### config.mk
export PLATFORM = sky130hd
export DESIGN_NAME = ddr3_pg_ring_sched
export DESIGN_NICKNAME = d
export VERILOG_FILES = /design/src/rtl/ddr3_pg_ring_sched.sv
export SDC_FILE = /design/constraint.sdc
export NUM_CORES = 1
export LEC_CHECK = 0
export ABC_AREA = 1
export CORE_MARGIN = 4
export CORE_UTILIZATION = 40
export CTS_CLUSTER_DIAMETER = 120
export DETAILED_ROUTE_END_ITERATION = 10
export PLACE_DENSITY = 0.66
export SLEW_MARGIN = 20
export SYNTH_ARGS = -nofsm -noshare
export SYNTH_HDL_FRONTEND = slang
export SYNTH_SLANG_ARGS = --single-unit
### constraint.sdc
create_clock -name clk -period 2.7 [get_ports clk]
set_input_delay 0.81 -clock clk [delete_from_list [all_inputs] [get_ports clk]]
set_output_delay 0.81 -clock clk [all_outputs]
set_load 0.005 [all_outputs]
### src/rtl/ddr3_pg_ring_sched.sv
// Page-ring scheduler in front of the DDR3 page transfer controller.
// Treats DDR3 as a circular buffer of N_PAGES fixed-size pages. It accepts
// producer store requests and consumer fetch requests, arbitrates between
// them, and runs the pg_req/pg_ack handshake with the transfer controller.
module ddr3_pg_ring_sched #(
    parameter int unsigned N_PAGES        = 1024,
    parameter int unsigned PG_ADDR_STRIDE = 2048,
    parameter logic [27:0] BASE_ADDR      = '0
) (
    input  logic                         clk,
    input  logic                         rst,
    input  logic                         wr_pg_req,
    output logic                         wr_pg_done,
    input  logic                         rd_pg_req,
    output logic                         rd_pg_done,
    input  logic                         flush,
    output logic                         pg_req,
    output logic                         pg_optype,
    output logic [27:0]                  pg_req_addr,
    input  logic                         pg_ack,
    output logic [$clog2(N_PAGES)-1:0]   wr_ptr,
    output logic [$clog2(N_PAGES)-1:0]   rd_ptr,
    output logic [$clog2(N_PAGES):0]     pg_count,
    output logic                         full,
    output logic                         empty
);

    localparam int unsigned PW = $clog2(N_PAGES);
    localparam int unsigned CW = PW + 1;
    localparam logic [CW-1:0] FULL_CNT = CW'(N_PAGES);
    localparam logic [27:0]   STRIDE   = 28'(PG_ADDR_STRIDE);

    typedef enum logic [2:0] {
        S_IDLE,
        S_REQ,
        S_RELEASE,
        S_DONE,
        S_GUARD
    } state_t;

    state_t          state_q, state_d;
    logic            pg_req_q, pg_req_d;
    logic            pg_optype_q, pg_optype_d;
    logic [27:0]     pg_req_addr_q, pg_req_addr_d;
    logic            wr_pg_done_q, wr_pg_done_d;
    logic            rd_pg_done_q, rd_pg_done_d;
    logic [PW-1:0]   wr_ptr_q, wr_ptr_d;
    logic [PW-1:0]   rd_ptr_q, rd_ptr_d;
    logic [CW-1:0]   pg_count_q, pg_count_d;
    logic            full_q, full_d;
    logic            empty_q, empty_d;
    logic            last_wr_q, last_wr_d;      // 1 = last served was a write
    logic            flush_pend_q, flush_pend_d;

    logic            wr_ok, rd_ok;
    logic [27:0]     wr_addr, rd_addr;

    // Slot start addresses, truncated to the 28-bit app address space
    always_comb begin
        wr_addr = BASE_ADDR + 28'(wr_ptr_q) * STRIDE;
        rd_addr = BASE_ADDR + 28'(rd_ptr_q) * STRIDE;
    end

    // Next-state, handshake and ring bookkeeping
    always_comb begin
        state_d       = state_q;
        pg_req_d      = pg_req_q;
        pg_optype_d   = pg_optype_q;
        pg_req_addr_d = pg_req_addr_q;
        wr_pg_done_d  = 1'b0;
        rd_pg_done_d  = 1'b0;
        wr_ptr_d      = wr_ptr_q;
        rd_ptr_d      = rd_ptr_q;
        pg_count_d    = pg_count_q;
        last_wr_d     = last_wr_q;
        flush_pend_d  = flush_pend_q;
        // full/empty lag the count by one cycle; eligibility also checks the
        // live count so a flush can never open a window for a bogus request
        full_d        = (pg_count_q == FULL_CNT);
        empty_d       = (pg_count_q == '0);
        wr_ok         = wr_pg_req && !full_q && (pg_count_q != FULL_CNT);
        rd_ok         = rd_pg_req && !empty_q && (pg_count_q != '0);

        if (flush && (state_q != S_IDLE)) begin
            flush_pend_d = 1'b1;
        end

        case (state_q)
            S_IDLE: begin
                if (flush) begin
                    wr_ptr_d   = '0;
                    rd_ptr_d   = '0;
                    pg_count_d = '0;
                end else if (wr_ok && (!rd_ok || !last_wr_q)) begin
                    pg_optype_d   = 1'b1;
                    pg_req_addr_d = wr_addr;
                    pg_req_d      = 1'b1;
                    state_d       = S_REQ;
                end else if (rd_ok) begin
                    pg_optype_d   = 1'b0;
                    pg_req_addr_d = rd_addr;
                    pg_req_d      = 1'b1;
                    state_d       = S_REQ;
                end
            end
            S_REQ: begin
                if (pg_ack) begin
                    pg_req_d = 1'b0;
                    state_d  = S_RELEASE;
                end
            end
            S_RELEASE: begin
                if (!pg_ack) begin
                    state_d = S_DONE;
                end
            end
            S_DONE: begin
                if (pg_optype_q) begin
                    wr_pg_done_d = 1'b1;
                    wr_ptr_d     = wr_ptr_q + PW'(1);
                    pg_count_d   = pg_count_q + CW'(1);
                end else begin
                    rd_pg_done_d = 1'b1;
                    rd_ptr_d     = rd_ptr_q + PW'(1);
                    pg_count_d   = pg_count_q - CW'(1);
                end
                last_wr_d = pg_optype_q;
                state_d   = S_GUARD;
            end
            S_GUARD: begin
                if (flush_pend_q || flush) begin
                    wr_ptr_d   = '0;
                    rd_ptr_d   = '0;
                    pg_count_d = '0;
                end
                flush_pend_d = 1'b0;
                state_d      = S_IDLE;
            end
            default: begin
                state_d = S_IDLE;
            end
        endcase
    end

    // State and datapath registers with synchronous reset
    always_ff @(posedge clk) begin
        if (rst) begin
            state_q       <= S_IDLE;
            pg_req_q      <= 1'b0;
            pg_optype_q   <= 1'b0;
            pg_req_addr_q <= '0;
            wr_pg_done_q  <= 1'b0;
            rd_pg_done_q  <= 1'b0;
            wr_ptr_q      <= '0;
            rd_ptr_q      <= '0;
            pg_count_q    <= '0;
            full_q        <= 1'b0;
            empty_q       <= 1'b1;
            last_wr_q     <= 1'b0;
            flush_pend_q  <= 1'b0;
        end else begin
            state_q       <= state_d;
            pg_req_q      <= pg_req_d;
            pg_optype_q   <= pg_optype_d;
            pg_req_addr_q <= pg_req_addr_d;
            wr_pg_done_q  <= wr_pg_done_d;
            rd_pg_done_q  <= rd_pg_done_d;
            wr_ptr_q      <= wr_ptr_d;
            rd_ptr_q      <= rd_ptr_d;
            pg_count_q    <= pg_count_d;
            full_q        <= full_d;
            empty_q       <= empty_d;
            last_wr_q     <= last_wr_d;
            flush_pend_q  <= flush_pend_d;
        end
    end

    assign pg_req      = pg_req_q;
    assign pg_optype   = pg_optype_q;
    assign pg_req_addr = pg_req_addr_q;
    assign wr_pg_done  = wr_pg_done_q;
    assign rd_pg_done  = rd_pg_done_q;
    assign wr_ptr      = wr_ptr_q;
    assign rd_ptr      = rd_ptr_q;
    assign pg_count    = pg_count_q;
    assign full        = full_q;
    assign empty       = empty_q;

endmodule

==> results.cfg, run 1 <==
[outcome]
outcome = completed

[synthesis]
ys_top_cells_by_area = dfxtp_1, nand2_1, inv_1
syn_inst = 460
ys_warn_count = 0
synth_edf_count = 0
async_flop_share_pct = 0
synth-seq-cells = 52
avgSynthCellArea_um2 = 6.69
yosysMostFrequentCell = nand2_1
ys_seq_area_share_pct = 33.8
synth_top_area_share_pct = 33.8
netlist_area_mm2 = 0.00308
yosysTopAreaCell = dfxtp_1
synth_cell_type_count = 43
yosys_most_used_dff = dfxtp_1
ys_top_cells_by_count = nand2_1, dfxtp_1, inv_1

[hold_path]
min_path_type = reg2reg
worstHoldStart = pg_req

[clock_network]
cts_sinks = 52
h-tree-depth = 2
clk_pin_slew_ns = 0.10
clock_latency_ns = 0.32
clockRootBuffer = clkbuf_8
cts_setup_buffers = 0
cts_tree = built
cts_hold_buf = 0
numCtsBuffers = 5
ctsResizeCount = 0
cts_buffer_depth = 2

[worst_setup_path]
cp-end-kind = output pin
required_ns = 1.89
cp-start-kind = flop
cpLargestDelayFamily = buffers and inverters
path_cells = clkdlybuf4s50_1
setup.worst_path.class = reg2out
cp_max_fo = 6
cp-startpoint = rd_ptr[8]
r2r_start = pg_optype
cp_slowest_stage_delay_ns = 0.55
worst-path-buf-inv = 1
worst-endpoint-arrival_ns = 1.35
slowest_stage = clkdlybuf4s50_1

[floorplanning]
core_area_mm2 = 0.00737
die_height_um = 95.7
dieArea_mm2 = 0.00916
start_util_pct = 41.7
rows = 31
pin_count = 71
fp.dieW_um = 95.7

[global_routing]
grtUsageTotal_pct = 17.6
grt_max_degree = 21
grt_overflow = 0
grt_pass1_vias = 2627
grt_pass1_wl_mm = 12.8
antenna_found_initial = 0

[finish]
final_area_mm2 = 0.00378
n_antenna_cell = 0
final_layout_size_suffix_gt1_share_pct = 8.12
syn2layout_area_growth_pct = 22.9
layout.cells.non_filler = 616
nNetsFinal = 534

[drt]
vias = 2963
first_pass_iters = 4
vias_per_cell = 4.81
ant_nets = 0
drc = 0
wl_per_cell_um = 12.5
drt_iter0_drc = 183
routed_wl_mm = 7.71

[place]
dpl.hpwl_mm = 5.91
place_area_mm2 = 0.00366
place.gp.congestion = 0.857
dp_cells = 608
portBuffers = 52

[sta]
fmax_ghz = 0.462
worst_pin_slew_ns = 0.581
setup_viol = 0
slew_violations = 0
rsz0062_at_grt = false
finClkSkew_ns = 0.0109
slew_headroom_pct = 61.2
tns_ns = 0
min_period_ns = 2.16
min_period_over_period_pct = 80.1
hold_viol_final = 0

[power]
switching_power_w = 0.000493
power_density_mw_per_mm2 = 449
clockPowerShare_pct = 34.5
peakVddDrop_uv = 222
p_seq_share_pct = 47.3
total_power_w = 0.00170
swShare_pct = 29.0
leakagePower_nw = 1.66
combPwrFrac_pct = 18.2
p_int_w = 0.00121

[flow_run]
cap_violations = 0
-- power by group through the flow --
stage                     combinational (W)  sequential, W  clock [W]
after floorplan                    0.000228       0.000821          0
after global placement             0.000305       0.000821          0
after detailed placement           0.000307       0.000822          0
after CTS                          0.000309       0.000804   0.000595
after global routing               0.000352       0.000806   0.000624
final                              0.000309       0.000803   0.000586
-- cells in the final DEF (no fill, tap or decap), types with 2 or more instances in the layout --
master,instances
nand2_1,114
inv_1,52
dfxtp_1,52
clkdlybuf4s50_1,52
nor2_1,49
a21oi_1,37
nand3_1,23
o21ai_0,19
conb_1,18
o21ai_1,14
ha_1,11
nand4_1,10
inv_2,8
clkbuf_8,6
buf_4,6
nor2_2,5
nor3_1,5
nor2_4,3
nand2_4,3
a31oi_1,3
a21o_1,2
or2_2,2
nand3b_1,2
-- sequential cells by signal, indices dropped and copies added (netlist names) --
register      flops
pg_count         11
pg_req_addr      10
rd_ptr           10
wr_ptr           10
state_q           3
empty             1
flush_pend_q      1
full              1
last_wr_q         1
pg_optype         1
pg_req            1
rd_pg_done        1
wr_pg_done        1
-- kinds of logic after synthesis --
family | after synthesis | share of synthesized area [%]
buffers and inverters | 88 | 13.3
AND/OR/NAND/NOR | 222 | 32.6
AO/OA/AOI/OAI | 83 | 14.5
other | 1 | 0.122
adder cells (fa/ha/maj) | 12 | 5.12
XOR/XNOR | 2 | 0.569
flip-flops | 52 | 33.8
-- metal layers --
layer	GRT usage [%]	routed length (µm)	vias to the layer above
met3	3.52	378	6
li1	-	-	1554
met5	0	0	-
met2	27.7	3500	67
met4	4.62	85	0
met1	24.7	3750	1336
-- final timing paths --
kind	to	slack [ns]	cells past startpoint
worst min register to register	pg_req	0.47	2
worst max register to register	pg_count[8]	0.70	9
worst max-delay path	rd_ptr[8]	0.54	1
worst min-delay path	pg_req	0.47	2
-- per-stage QoR --
step           hold WS, ns  worst slack, ns  util, %
4_1_cts              0.474            0.536     51.3
3_3_place_gp         0.457            0.267     49.6
6_report             0.472            0.536     51.3
2_1_floorplan        0.456            0.815        -
5_1_grt              0.490            0.432     51.3
3_5_place_dp         0.457            0.249     49.6
-- final cells by class --
| cell class | instances | area (µm²) |
|---|---|---|
| Fill cell | 776 | 3590 |
| Multi-Input combinational cell | 337 | 1690 |
| Sequential cell | 52 | 1040 |
| Timing Repair Buffer | 58 | 566 |
| Inverter | 62 | 236 |
| Tap cell | 99 | 124 |
| Clock buffer | 6 | 82.6 |
| Clock inverter | 2 | 38.8 |
No activity file was read; power rests on OpenSTA's default activity.
==> run 2: changes to the inputs <==
clock period = 2.2 ns   (was 2.7 ns; I/O delays follow)
==> results.cfg, run 2 (same netlist as run 1, synthesis figures left out) <==
[worst_setup_path]
required_ns = 1.54
cp-start-kind = flop
cp-end-kind = output pin
worst-path-buf-inv = 1
rr_worst_depth = 8
rrSetupSlack_ns = 0.23
worst-endpoint-arrival_ns = 1.35
setup.worst_path.class = reg2out
cp_slowest_stage_delay_ns = 0.56
path_cells = clkdlybuf4s50_1
path_depth = 1
cpLargestDelayFamily = buffers and inverters
slowest_stage = clkdlybuf4s50_1
cp_max_fo = 7

[floorplanning]
start_util_pct = 41.7
fp.dieW_um = 95.7
rows = 31
dieArea_mm2 = 0.00916
pin_count = 71
die_height_um = 95.7
core_area_mm2 = 0.00737

[clock_network]
cts_setup_buffers = 0
cts_hold_buf = 0
numCtsBuffers = 5
clk_pin_slew_ns = 0.10
cts_buffer_depth = 2
ctsResizeCount = 0
clock_latency_ns = 0.30
cts_sinks = 52
cts_tree = built
clockRootBuffer = clkbuf_8
h-tree-depth = 2

[global_routing]
grt_pass1_wl_mm = 13.5
met2_usage_pct = 29.4
grt_max_degree = 21
antenna_found_initial = 0
met3_usage_pct = 2.74
use_met1_pct = 25.6
grtUsageTotal_pct = 18.4
busiest_layer = met2
grt_overflow = 0
grt_pass1_vias = 2912

[drt]
routed_wl_mm = 8.04
vias = 3071
first_pass_iters = 5
ant_nets = 0
wl_per_cell_um = 12.9
drc = 0
drt_iter0_drc = 259
vias_per_cell = 4.95

[sta]
tns_ns = 0
min_period_over_period_pct = 91.3
slew_violations = 0
rsz0062_at_grt = false
finClkSkew_ns = 0.0130
hold_viol_final = 0
setup_viol = 0
min_period_ns = 2.01
fmax_ghz = 0.498
hold_ws_ns = 0.468

[finish]
final_layout_size_suffix_gt1_share_pct = 8.81
syn2layout_area_growth_pct = 24.0
n_antenna_cell = 0
nNetsFinal = 539
n_fill_cell = 748
final_common_cell = nand2_1
final_cell_mix = nand2_1, inv_1, dfxtp_1, clkdlybuf4s50_1, nor2_1
largest_register_ffs = 11

[hold_path]
min_path_cells = 2
min_path_type = reg2reg

[power]
leakagePower_nw = 1.68
power_density_mw_per_mm2 = 532
peakVddDrop_uv = 267

[flow_run]
cap_violations = 0

[place]
portBuffers = 52
place.gp.congestion = 0.895
dpl.hpwl_mm = 6.19

[outcome]
outcome = completed
run 2: layer usage:
layer | routed length (µm) | part of all wire [%]
met5 | 0 | 0
met4 | 101 | 1.3
met2 | 3690 | 46
met1 | 3850 | 48
met3 | 395 | 4.9
run 2: final timing paths:
check            start     endpoint
max reg2reg  pg_optype  pg_count[7]
min reg2reg     pg_req       pg_req
min             pg_req       pg_req
max          rd_ptr[7]    rd_ptr[7]
run 2: final cells by class:
type                            instances  area [µm²]  area share (%)
Inverter                               62         236            6.20
Clock inverter                          2        35.0           0.918
Sequential cell                        52        1040            27.3
Clock buffer                            6        72.6            1.90
Multi-Input combinational cell        337        1690            44.3
Tap cell                               99         124            3.25
Timing Repair Buffer                   63         616            16.1
run 2: power by group:
part           leakage (nW)  total [W]  internal (W)  switching (W)
clock network        0.0552   0.000654      0.000338       0.000316
registers             0.421   0.000986      0.000967      0.0000187
logic                  1.21   0.000390      0.000147       0.000242
total                  1.68    0.00203       0.00145       0.000577
run 2: stage by stage:
| step | cells | cell area, µm² | util, % | power, W | setup slack (ns) |
|---|---|---|---|---|---|
| after floorplan | 477 | 3140 | - | 0.00129 | 0.315 |
| after global placement | 613 | 3710 | 50.3 | 0.00139 | 0.0582 |
| after detailed placement | 613 | 3710 | 50.3 | 0.00139 | 0.0161 |
| after CTS | 621 | 3820 | 51.8 | 0.00205 | 0.194 |
| after global routing | 621 | 3820 | 51.8 | 0.00214 | 0.0254 |
| final | 621 | 3820 | 51.8 | 0.00203 | 0.192 |
